**src/rtl/serial_magnitude_comparator_pkg.sv**
```systemverilog
// rtl/serial_magnitude_comparator_pkg.sv - shared state/verdict encodings for the serial comparator
package serial_magnitude_comparator_pkg;

   typedef enum logic [1:0] {
      ST_IDLE  = 2'd0,
      ST_SHIFT = 2'd1,
      ST_DONE  = 2'd2
   } state_t;

   typedef enum logic [1:0] {
      V_EQ = 2'd0,
      V_GT = 2'd1,
      V_LT = 2'd2
   } verdict_t;

   function automatic verdict_t bit_verdict(input logic bit_gt, input logic bit_lt);
      if (bit_gt)
         return V_GT;
      else if (bit_lt)
         return V_LT;
      else
         return V_EQ;
   endfunction

endpackage

```
**src/rtl/serial_magnitude_comparator_bit_compare_cell.sv**
```systemverilog
// rtl/serial_magnitude_comparator_bit_compare_cell.sv - combinational one-bit magnitude compare cell
module bit_compare_cell (
   input  logic a_bit_i,
   input  logic b_bit_i,
   output logic bit_gt_o,
   output logic bit_lt_o,
   output logic bit_eq_o
);

   assign bit_gt_o = a_bit_i & ~b_bit_i;
   assign bit_lt_o = ~a_bit_i & b_bit_i;
   assign bit_eq_o = ~(a_bit_i ^ b_bit_i);

endmodule

```
**src/rtl/serial_magnitude_comparator.sv**
```systemverilog
// rtl/serial_magnitude_comparator.sv - MSB-first bit-serial unsigned comparator with registered verdict
module serial_magnitude_comparator
   import serial_magnitude_comparator_pkg::*;
#(
   parameter int WIDTH = 4
) (
   input  logic clk,
   input  logic rst,
   input  logic start,
   input  logic in_valid,
   input  logic a_bit,
   input  logic b_bit,
   output logic busy,
   output logic done,
   output logic gt,
   output logic lt,
   output logic eq
);

   localparam int CW = $clog2(WIDTH);
   localparam logic [CW-1:0] CNT_LAST = CW'(WIDTH - 1);

   state_t        state_q;
   logic [CW-1:0] cnt_q;
   logic          decided_q, decided_d;
   verdict_t      verdict_q, verdict_d;
   logic          busy_q, done_q, gt_q, lt_q, eq_q;

   logic          bit_gt, bit_lt, bit_eq;

   bit_compare_cell u_cell (
      .a_bit_i  (a_bit),
      .b_bit_i  (b_bit),
      .bit_gt_o (bit_gt),
      .bit_lt_o (bit_lt),
      .bit_eq_o (bit_eq)
   );

   // First differing pair from the MSB latches the verdict; later pairs are ignored.
   always_comb begin
      decided_d = decided_q;
      verdict_d = verdict_q;
      if (!decided_q && !bit_eq) begin
         decided_d = 1'b1;
         verdict_d = bit_verdict(bit_gt, bit_lt);
      end
   end

   always_ff @(posedge clk) begin
      if (rst) begin
         state_q   <= ST_IDLE;
         cnt_q     <= '0;
         decided_q <= 1'b0;
         verdict_q <= V_EQ;
         busy_q    <= 1'b0;
         done_q    <= 1'b0;
         gt_q      <= 1'b0;
         lt_q      <= 1'b0;
         eq_q      <= 1'b0;
      end else begin
         case (state_q)
            ST_IDLE: begin
               done_q <= 1'b0;
               if (start) begin
                  state_q   <= ST_SHIFT;
                  busy_q    <= 1'b1;
                  cnt_q     <= '0;
                  decided_q <= 1'b0;
                  verdict_q <= V_EQ;
                  gt_q      <= 1'b0;
                  lt_q      <= 1'b0;
                  eq_q      <= 1'b0;
               end
            end
            ST_SHIFT: begin
               if (in_valid) begin
                  decided_q <= decided_d;
                  verdict_q <= verdict_d;
                  if (cnt_q == CNT_LAST) begin
                     state_q <= ST_DONE;
                     busy_q  <= 1'b0;
                     done_q  <= 1'b1;
                     gt_q    <= (verdict_d == V_GT);
                     lt_q    <= (verdict_d == V_LT);
                     eq_q    <= ~decided_d;
                  end else begin
                     cnt_q <= cnt_q + CW'(1);
                  end
               end
            end
            ST_DONE: begin
               state_q <= ST_IDLE;
               done_q  <= 1'b0;
            end
            default: begin
               state_q <= ST_IDLE;
               busy_q  <= 1'b0;
               done_q  <= 1'b0;
            end
         endcase
      end
   end

   assign busy = busy_q;
   assign done = done_q;
   assign gt   = gt_q;
   assign lt   = lt_q;
   assign eq   = eq_q;

endmodule

```
**config.mk**
```make
export PLATFORM = sky130hd
export DESIGN_NAME = serial_magnitude_comparator
export DESIGN_NICKNAME = d
export VERILOG_FILES = /design/src/rtl/serial_magnitude_comparator_pkg.sv /design/src/rtl/serial_magnitude_comparator_bit_compare_cell.sv /design/src/rtl/serial_magnitude_comparator.sv
export SDC_FILE = /design/constraint.sdc
export NUM_CORES = 1
export LEC_CHECK = 0
export BUFFER_PORTS_ARGS = -buffer_cell sky130_fd_sc_hd__clkbuf_2
export CORE_AREA = 2 2 40 42
export CTS_CLUSTER_SIZE = 40
export DETAILED_ROUTE_END_ITERATION = 12
export DIE_AREA = 0 0 42 44
export PLACE_DENSITY_LB_ADDON = 0.3
export SLEW_MARGIN = 30
export SYNTH_ARGS = -nofsm -noshare
export SYNTH_HDL_FRONTEND = slang
export SYNTH_HIERARCHICAL = 1
export SYNTH_SLANG_ARGS = --single-unit
```
**constraint.sdc**
```tcl
create_clock -name clk -period 1.47 [get_ports clk]
set_clock_uncertainty 0.1 [all_clocks]
set_input_delay 0.294 -clock clk [delete_from_list [all_inputs] [get_ports clk]]
set_output_delay 0.294 -clock clk [all_outputs]
set_load 0.05 [all_outputs]
```
==> metrics <==
Worst path depth=4; status=finished, final reports clean; period utilization=between 90% and 100%; # Post-CTS Setup Buffers=0; worst path bufs/invs=0; Fin. Hold Viols=0; FF-to-FF setup slack=0.14 ns; CP cell instances=ha_1 > nand2b_1 > nor3b_1 > o41ai_1; startpoint types=flip-flop; routed len/inst=between 10 and 15 um; Die Ht=~44 um; largest area contributor in the netlist=dfxtp_1; remaining antenna violation count=0; Worst VDD drop=0.547 mV; vias in the first global route=524; TritonCTS clock tree=yes; Worst path top cell family by delay=flip-flops; gr usage total=between 10% and 20%; top cells by area, synth=dfxtp_1, ha_1, nand2b_1; hold crit path type=primary input to flip-flop; multi-input logic area=approximately 380 um^2; RD Place Congestion=around 0.86; Critical Path RT=roughly 1.5 ns; routed via count=around 550; Period minus WS final=around 1.3 ns; EDFF count, synth=0; hold slack=approximately 0.22 ns; max-slew violation count=0; Synth Instances=between 70 and 80; ys async rst share=0%; global-route wire length before repair=approximately 2.2 mm; Ys Warns=6; Worst setup EP type=flip-flop; worst-margin pin slew=roughly 0.35 ns; Buffers on Ports=10; Die X-Extent=between 40 and 50 um; GRT overflow=0; Initial Util=47.5%; Worst Path Arrival=1.40 ns; P&R area growth vs syn=13.7%; H-tree depth reported by CTS=1; DR vias/cell=around 5.4; register area share after synthesis=35.6%; Finish-stage setup viols=0; RR Startpoint=cnt_q[0]; Max Clock Freq=between 700 and 800 MHz; Cell Area, Synth=just under 700 um^2; hold buffer count at cts=0; CP max-delay cell=dfxtp_1; HPWL after DPL=between 800 and 900 um; CP Launch Point=cnt_q[0]; first-pass iteration count of the detailed router=5; Die Area=1850 um^2; Final Power=between 0.7 and 0.8 mW; initial antenna violation count=0; post-CTS resize count=0; Yosys top cell area share=35.6%; Pwr Density=between 900 and 1000 nW/um^2; syn_nets=84; static leakage=about 0.32 nW; clock-pin slew on the worst setup and hold paths=around 0.080 ns; Nets=97; Clk Latency, worst-skew pair=between 0.2 and 0.3 ns; Most used DFF post-synth=dfxtp_1; MaxCap Viol Count=0; Syn Area/Cell=a little over 9 um^2; Distinct cells, synth=30; r2r worst-path depth=4; crit path to=cnt_q[1]; largest net degree at the start of global routing=11; slowest cell delay on critical path=~0.42 ns; register bit total from synthesis=12; # rows=14; Top Ports=11; RSZ-0062 raised after global routing=false; Root Buffer=clkbuf_4; core area=1420 um^2; Clock Sinks=12; sequential cell area=between 200 and 250 um^2; Fillers=between 100 and 150; R2R Path End=cnt_q[1]; fraction of layout cells with a size suffix above 1=a little under a quarter; kind of critical path=flip-flop to flip-flop; slew margin rel.=between 70% and 80%; initial DRC count=12; Residual DRC=0; Detailed Route WL=1.18 mm; TritonCTS Buffers=3; CTS Buffer Depth=2; antenna diode count=0; CP max FO=5
==> layer usage <==
metal / global-route usage (%) / share of wire [%] / vias up / wire [um]
li1: - / - / 289 / -
met1: 20.9 / 51 / 247 / 599
met2: 23.1 / 42 / 13 / 499
met3: 2.92 / 3.7 / 5 / 43
met4: 9.68 / 2.7 / 0 / 32
met5: 0 / 0 / - / 0
==> worst reg2reg max path, cell delays in order, from the launching register on <==
cell and delay, ns:
dfxtp_1 0.42, ha_1 0.24, nand2b_1 0.16, nor3b_1 0.06
o41ai_1 0.25
==> layout by cell type, fill, tap and decap left out, drive strengths merged, types with 3 or more instances in the layout <==
| master | Yosys | final |
|---|---|---|
| a21oi | 4 | 4 |
| clkbuf | 0 | 14 |
| dfxtp | 12 | 12 |
| ha | 4 | 4 |
| inv | 7 | 7 |
| nand2b | 5 | 5 |
| nor2 | 4 | 4 |
| nor3b | 3 | 3 |
| o21ai | 5 | 5 |
| o2bb2ai | 3 | 3 |
==> power breakdown <==
part	switching (mW)	internal (mW)
logic	0.0519	0.0418
registers	0.0106	0.333
clock network	0.117	0.151
total	0.180	0.525
==> area by class of cell <==
class / instances / share of cell area (%)
sequential: 12 / 31.3
clock buffer: 4 / 4.73
inverter: 7 / 3.43
multi-input combinational: 51 / 49.4
timing repair buffer: 12 / 8.48
tap: 16 / 2.61
==> cell families (layout without fill, tap and decap cells) <==
group                    after synthesis  count (layout)  share of synthesized area, %
AND/OR/NAND/NOR                       24              24                          25.2
multiplexers                           2               2                          2.97
buffers and inverters                 11              23                          8.16
adder cells (fa/ha/maj)                4               4                          7.42
AO/OA/AOI/OAI                         21              21                          20.6
flip-flops                            12              12                          35.6
==> synthesized netlist by cell type, types with 2 or more instances <==
library cell  count
nand3b_1          2
ha_1              4
nand2b_1          5
o21bai_1          2
nand2_1           2
o21ai_0           5
o21a_1            2
dfxtp_1          12
o2bb2ai_1         3
inv_1             7
a31oi_1           2
nor2_1            4
nor3b_1           2
a21oi_1           4
mux2i_1           2
buf_2             2
==> metrics by stage <==
stage	instances	util, %	worst slack, ns	cell area [um^2]	setup TNS [ns]
3_5_place_dp	98	51.5	-0.0728	731	-0.174
4_1_cts	102	54.1	0.104	767	0
3_3_place_gp	98	51.5	-0.0625	731	-0.144
5_1_grt	102	54.1	0.00734	767	0
2_1_floorplan	74	-	0.0896	674	0
6_report	102	54.1	0.142	767	0
==> sequential cells by signal, indices dropped and copies added, names as in the netlist <==
name / count
cnt_q: 2
state_q: 2
verdict_q: 2
busy: 1
decided_q: 1
done: 1
eq: 1
gt: 1
lt: 1
==> how the worst min path moves through the flow <==
stage          startpoint       end  cells after the start
4_1_cts               rst      busy                      2
5_1_grt               rst      busy                      2
6_report              rst      busy                      2
2_1_floorplan    cnt_q[1]  cnt_q[1]                      2
3_5_place_dp           lt        lt                      1
3_3_place_gp           eq        eq                      1
No activity file was read; power rests on OpenSTA's default activity.
